### config.mk
export PLATFORM = sky130hd
export DESIGN_NAME = cfg_bus_rr_arb
export DESIGN_NICKNAME = d
export VERILOG_FILES = /design/src/rtl/cfg_bus_rr_arb.sv
export SDC_FILE = /design/constraint.sdc
export NUM_CORES = 1
export LEC_CHECK = 0
export CORE_MARGIN = 2
export CORE_UTILIZATION = 35
export DETAILED_ROUTE_END_ITERATION = 8
export PLACE_DENSITY = 0.72
export SYNTH_ARGS = -nofsm -noshare
export SYNTH_HDL_FRONTEND = slang
export SYNTH_SLANG_ARGS = --single-unit
### constraint.sdc
create_clock -name clk -period 3.65 [get_ports clk]
set_input_delay 0.73 -clock clk [delete_from_list [all_inputs] [get_ports clk]]
set_output_delay 0.73 -clock clk [all_outputs]
set_load 0.02 [all_outputs]
### src/rtl/cfg_bus_rr_arb.sv
`default_nettype none
// cfg_bus_rr_arb: round-robin arbiter that serializes single-beat cfg accesses from NUM_REQ requesters
// onto one slave port. Define CFG_ARB_TIMEOUT_EN to abort hung transactions with an error response.
module cfg_bus_rr_arb #(
  parameter int          NUM_REQ        = 4,
  parameter int          TIMEOUT_CYCLES = 256,
  parameter logic [31:0] ERR_RDATA      = 32'hDEAD_BEEF
) (
  input  logic                    clk,
  input  logic                    rst,
  input  logic [NUM_REQ*32-1:0]   req_addr_i,
  input  logic [NUM_REQ*32-1:0]   req_wdata_i,
  input  logic [NUM_REQ-1:0]      req_wr_i,
  input  logic [NUM_REQ-1:0]      req_rd_i,
  output logic [NUM_REQ-1:0]      req_ack_o,
  output logic [NUM_REQ-1:0]      req_err_o,
  output logic [31:0]             req_rdata_o,
  output logic [31:0]             cfg_addr_o,
  output logic [31:0]             cfg_wdata_o,
  output logic                    cfg_wr_o,
  output logic                    cfg_rd_o,
  input  logic                    cfg_ack_i,
  input  logic [31:0]             cfg_rdata_i,
  output logic [2:0]              grant_id_o
);

  typedef enum logic [1:0] {
    S_IDLE   = 2'd0,
    S_ACTIVE = 2'd1,
    S_ACK    = 2'd2
  } state_e;

  state_e               state_q;
  logic [2:0]           grant_q;
  logic [2:0]           last_grant_q;
  logic [31:0]          addr_q;
  logic [31:0]          wdata_q;
  logic                 wr_q;
  logic                 rd_q;
  logic [31:0]          rdata_q;
  logic [NUM_REQ-1:0]   ack_q;

  logic [7:0]           pending_d;
  logic [3:0]           idx_d;
  logic [2:0]           pick_d;
  logic                 any_d;
  logic [31:0]          sel_addr_d;
  logic [31:0]          sel_wdata_d;
  logic                 sel_wr_d;
  logic [NUM_REQ-1:0]   grant_onehot_d;
  logic                 tmo_hit_d;

  // Search starts one past the last winner and wraps, giving each requester a turn.
  always_comb begin
    pending_d = 8'(req_wr_i | req_rd_i);
    pick_d    = 3'd0;
    any_d     = 1'b0;
    idx_d     = 4'd0;
    for (int k = 1; k <= NUM_REQ; k++) begin
      idx_d = {1'b0, last_grant_q} + 4'(k);
      if (idx_d >= 4'(NUM_REQ)) begin
        idx_d = idx_d - 4'(NUM_REQ);
      end
      if (!any_d && pending_d[idx_d[2:0]]) begin
        any_d  = 1'b1;
        pick_d = idx_d[2:0];
      end
    end
  end

  always_comb begin
    sel_addr_d  = 32'd0;
    sel_wdata_d = 32'd0;
    sel_wr_d    = 1'b0;
    for (int i = 0; i < NUM_REQ; i++) begin
      if (pick_d == 3'(i)) begin
        sel_addr_d  = req_addr_i[i*32 +: 32];
        sel_wdata_d = req_wdata_i[i*32 +: 32];
        sel_wr_d    = req_wr_i[i];
      end
    end
  end

  assign grant_onehot_d = NUM_REQ'(1) << grant_q;

`ifdef CFG_ARB_TIMEOUT_EN
  localparam int TW = $clog2(TIMEOUT_CYCLES + 1);

  logic [TW-1:0]        tmo_cnt_q;
  logic [NUM_REQ-1:0]   err_q;

  // Held at zero outside ACTIVE so it starts cleared on every entry.
  always_ff @(posedge clk or posedge rst) begin
    if (rst) begin
      tmo_cnt_q <= '0;
    end else if (state_q != S_ACTIVE) begin
      tmo_cnt_q <= '0;
    end else if (!cfg_ack_i) begin
      tmo_cnt_q <= tmo_cnt_q + TW'(1);
    end
  end

  assign tmo_hit_d = (tmo_cnt_q == TW'(TIMEOUT_CYCLES - 1));
  assign req_err_o = err_q;
`else
  assign tmo_hit_d = 1'b0 & (TIMEOUT_CYCLES == 0);
  assign req_err_o = '0;
`endif

  always_ff @(posedge clk or posedge rst) begin
    if (rst) begin
      state_q      <= S_IDLE;
      grant_q      <= 3'd0;
      last_grant_q <= 3'(NUM_REQ - 1);
      addr_q       <= 32'd0;
      wdata_q      <= 32'd0;
      wr_q         <= 1'b0;
      rd_q         <= 1'b0;
      rdata_q      <= 32'd0;
      ack_q        <= '0;
`ifdef CFG_ARB_TIMEOUT_EN
      err_q        <= '0;
`endif
    end else begin
      case (state_q)
        S_IDLE: begin
          if (any_d) begin
            grant_q      <= pick_d;
            last_grant_q <= pick_d;
            addr_q       <= sel_addr_d;
            wdata_q      <= sel_wdata_d;
            // A simultaneous rd+wr is performed as a write.
            wr_q         <= sel_wr_d;
            rd_q         <= ~sel_wr_d;
            state_q      <= S_ACTIVE;
          end
        end
        S_ACTIVE: begin
          if (cfg_ack_i) begin
            rdata_q <= cfg_rdata_i;
            wr_q    <= 1'b0;
            rd_q    <= 1'b0;
            ack_q   <= grant_onehot_d;
            state_q <= S_ACK;
          end else if (tmo_hit_d) begin
            rdata_q <= ERR_RDATA;
            wr_q    <= 1'b0;
            rd_q    <= 1'b0;
            ack_q   <= grant_onehot_d;
`ifdef CFG_ARB_TIMEOUT_EN
            err_q   <= grant_onehot_d;
`endif
            state_q <= S_ACK;
          end
        end
        S_ACK: begin
          ack_q   <= '0;
`ifdef CFG_ARB_TIMEOUT_EN
          err_q   <= '0;
`endif
          state_q <= S_IDLE;
        end
        default: begin
          state_q <= S_IDLE;
        end
      endcase
    end
  end

  assign req_ack_o   = ack_q;
  assign req_rdata_o = rdata_q;
  assign cfg_addr_o  = addr_q;
  assign cfg_wdata_o = wdata_q;
  assign cfg_wr_o    = wr_q;
  assign cfg_rd_o    = rd_q;
  assign grant_id_o  = grant_q;

endmodule
`default_nettype wire

==> out/results.md <==
| Result | Value |
| --- | --- |
| Detailed Place HPWL | 25800 um |
| Post-route non-filler standard cell count | 1765 |
| Violation count after the first detailed-route iteration | 1167 |
| Post-synthesis register bit count | 109 |
| Core area | 0.0251 sq mm |
| Placement Rows | 58 |
| Crit Path Max Fanout | 42 |
| Netlist area before placement | 0.00890 sq mm |
| Post-synthesis instance total | 1094 |
| Placed insts | 1747 |
| Remaining DRCs | 0 |
| Worst-margin pin slew | 0.892 ns |
| Share of flip-flops with an asynchronous set or reset | 1.00 |
| Unrepaired setup endpoints after global routing | false |
| Worst VDD drop | 0.503 mV |
| Post-layout nets | 1730 |
| Number of max-slew violations in the final report | 0 |
| WP data required | 3.88 ns |
| Die span in y | 163 um |
| Average footprint of a synthesized cell | 8.14 sq um |
| Multi-input combinational cell area | 0.00560 sq mm |
| Setup TNS | 0 ns |
| Total routing usage reported by global routing | 0.267 |
| EDFF count, synth | 0 |
| CTS buffer count | 9 |
| Register clock-pin slew on the reported worst setup and hold paths | 0.10 ns |
| Pwr per Cell Area | 1010 mW/mm^2 |
| Final Skew | 0.0161 ns |
| Period utilization | 0.931 |
| Number of levels the H-tree was split into | 3 |
| Area taken by flip-flops and latches | 0.00273 sq mm |
| Cell Area, Placed | 0.0135 sq mm |
| Distinct cell type count after synthesis | 58 |
| Type of origin of the critical path | flip-flop |
| Utilization after layout | 0.550 |
| Total wirelength of the detailed-routed design | 37600 um |
| Setup violation total in the final timing report | 0 |
| Fill cell total of the finished layout | 2292 |
| Buffer depth of the longest clock path | 2 |
| Antenna violations before repair | 0 |
| Routability congestion estimate | 0.877 |
| Remaining global-route overflow | 0 |
| First-pass GRT wire length | 56900 um |
| Final routed wire length divided by cell count | 21.3 um |
| Static Leakage | 5.33 nW |
| Area enclosed by the die boundary | 0.0267 sq mm |
| Clock tree root buffer cell | clkbuf_16 |
| # Max-Cap Violations | 0 |
| IO Pins | 408 |
| Area growth from synthesis to layout | 55.3% |
| Detail Route Antenna Nets | 0 |
| Via count of the first global-routing pass | 10600 |
| Highest achievable clock rate | 294 MHz |
| Largest net degree at the start of global routing | 112 |
| Die Wd | 163 um |
| Sequential share of the synthesized area | 0.307 |
| Top FF cell, synth | dfrtp_1 |
| Hold Path Class | reg -> reg |
| Arrival @ worst endpoint | 3.63 ns |
| Layout cell share with drive strength beyond 1 | 0.0697 |
| Cell area after layout | 0.0138 sq mm |
| First-pass detailed-route iteration total | 5 |
| Total clock sinks | 109 |
| Count of synthesis-stage warnings from yosys | 0 |
| Port-buffer cells | 403 |
| Capturing element type of the critical path | flip-flop |
| Initial Util | 0.354 |
| Final worst path period need | 3.40 ns |
| CTS tree | done |
| Via density per instance | 6.06 |
| Status | finished clean |
| Vias after detailed routing | 10700 |
| Crit Path Category | reg -> reg |
| Final setup margin | 0.253 ns |
| Final number of hold-violating endpoints | 0 |
| Post-Place Setup Slack | 0.0380 ns |
| Insertion delay of the later-clocked pin in the worst-skew pair | 0.37 ns |
| Worst slew slack as a fraction of its limit | 0.405 |
| Number of hold buffers added after CTS | 0 |
[power breakdown]
| part | switching, mW | internal [mW] | total, mW |
|---|---|---|---|
| logic | 6.14 | 4.43 | 10.6 |
| clock network | 0.603 | 0.510 | 1.11 |
| registers | 0.364 | 1.84 | 2.21 |
| total | 7.11 | 6.78 | 13.9 |
[flip-flops by register name, indices dropped and copies added, names as in the netlist]
signal / flops
grant_id_o: 3
req_ack_o: 4
cfg_rd_o: 1
state_q: 2
last_grant_q: 2
cfg_addr_o: 32
cfg_wdata_o: 32
cfg_wr_o: 1
req_rdata_o: 32
[layer usage]
metal | wire length, um | GRT usage | part of all wire | vias up
met5 | 0 | 0 | 0 | -
met4 | 1290 | 0.105 | 0.034 | 0
met3 | 2780 | 0.0490 | 0.074 | 82
met2 | 18200 | 0.458 | 0.48 | 498
met1 | 15400 | 0.333 | 0.41 | 5151
li1 | - | - | - | 4973
[worst max-delay path: stages (launching register included)]
cell      delay (ns)
dfstp_2         0.63
inv_1           0.09
ha_2            0.46
nor4bb_1        0.39
nor4_2          0.09
buf_4           0.18
a22oi_2         0.31
and2_1          0.27
nor2_4          0.08
buf_12          0.18
o32ai_1         0.42
a21oi_1         0.13
[per-stage QoR]
| stage | hold slack (ns) | total power, mW |
|---|---|---|
| final | 0.484 | 13.9 |
| after global routing | 0.511 | 14.9 |
| after CTS | 0.487 | 13.9 |
| after detailed placement | 0.462 | 12.7 |
| after global placement | 0.456 | 12.6 |
| after floorplan | 0.505 | 8.74 |
[cell families (layout without fill, tap and decap cells)]
| kind of cell | after synthesis | in the layout | share of synthesized area |
|---|---|---|---|
| AO/OA/AOI/OAI | 487 | 487 | 0.411 |
| AND/OR/NAND/NOR | 282 | 282 | 0.135 |
| buffers and inverters | 150 | 487 | 0.0730 |
| flip-flops | 109 | 109 | 0.307 |
| multiplexers | 63 | 63 | 0.0711 |
| adder cells (fa/ha/maj) | 2 | 2 | 0.00281 |
| other | 1 | 5 | 0.000421 |
[final cells by class]
type	instances	share of cell area
Antenna cell	1	0.000181
Clock buffer	9	0.0163
Sequential cell	109	0.198
Tap cell	330	0.0299
Multi-Input combinational cell	838	0.405
Timing Repair Buffer	460	0.340
Clock inverter	7	0.00733
Inverter	11	0.00317
[timing repair]
item,CTS,global route
gates resized for setup,0,2
setup endpoints to repair,0,11
buffers inserted,0,1
hold endpoints to repair,0,0
[synthesized netlist by cell type (all sizes together), types with 7 or more instances]
library cell | n | area, sq um
nand2 | 232 | 871
a21oi | 134 | 671
o32ai | 119 | 1040
dfrtp | 107 | 2680
clkbuf | 87 | 327
o221ai | 62 | 543
a21boi | 61 | 458
mux2i | 61 | 611
o2111ai | 61 | 534
buf | 52 | 282
o21ai | 12 | 60.1
inv | 10 | 37.5
nand3 | 8 | 40.0
nor2 | 7 | 33.8
[worst paths after layout]
kind / slack [ns] / start / depth (start not counted) / endpoint
max in group asynchronous: 2.28 / rst / 3 / cfg_addr_o[17]$_DFFE_PP0P_
min in group asynchronous: 0.60 / rst / 2 / req_rdata_o[20]$_DFFE_PP0P_
hold / removal: 0.48 / req_rdata_o[17]$_DFFE_PP0P_ / 2 / req_rdata_o[17]$_DFFE_PP0P_
setup / recovery: 0.25 / last_grant_q[1]$_DFFE_PP1P_ / 11 / cfg_addr_o[10]$_DFFE_PP0P_
hold reg to reg: 0.48 / req_rdata_o[17]$_DFFE_PP0P_ / 2 / req_rdata_o[17]$_DFFE_PP0P_
setup reg to reg: 0.25 / last_grant_q[1]$_DFFE_PP1P_ / 11 / cfg_addr_o[10]$_DFFE_PP0P_
[placed cells by master, fill, tap and decap left out, types with 2 or more instances in the layout]
cell type and n:
a211oi_1 4, a21boi_0 61, a21o_1 2, a21oi_1 134, a221o_1 2, a22o_1 3
a311o_1 4, a31o_2 3, and2_1 3, and3_1 4, buf_12 19, buf_4 38
clkbuf_16 9, clkdlybuf4s50_1 403, clkinv_8 3, conb_1 4, dfrtp_1 107, inv_1 8
inv_12 2, mux2_1 2, mux2i_1 61, nand2_1 229, nand2_2 2, nand2b_1 4
nand3_1 7, nand4_1 2, nor2_1 6, nor3_1 4, nor3b_1 5, nor4_1 2
nor4b_2 2, o2111ai_1 61, o211ai_1 5, o21ai_0 11, o221ai_1 62, o31ai_1 4
o32ai_1 118
No activity file was read; power rests on OpenSTA's default activity.
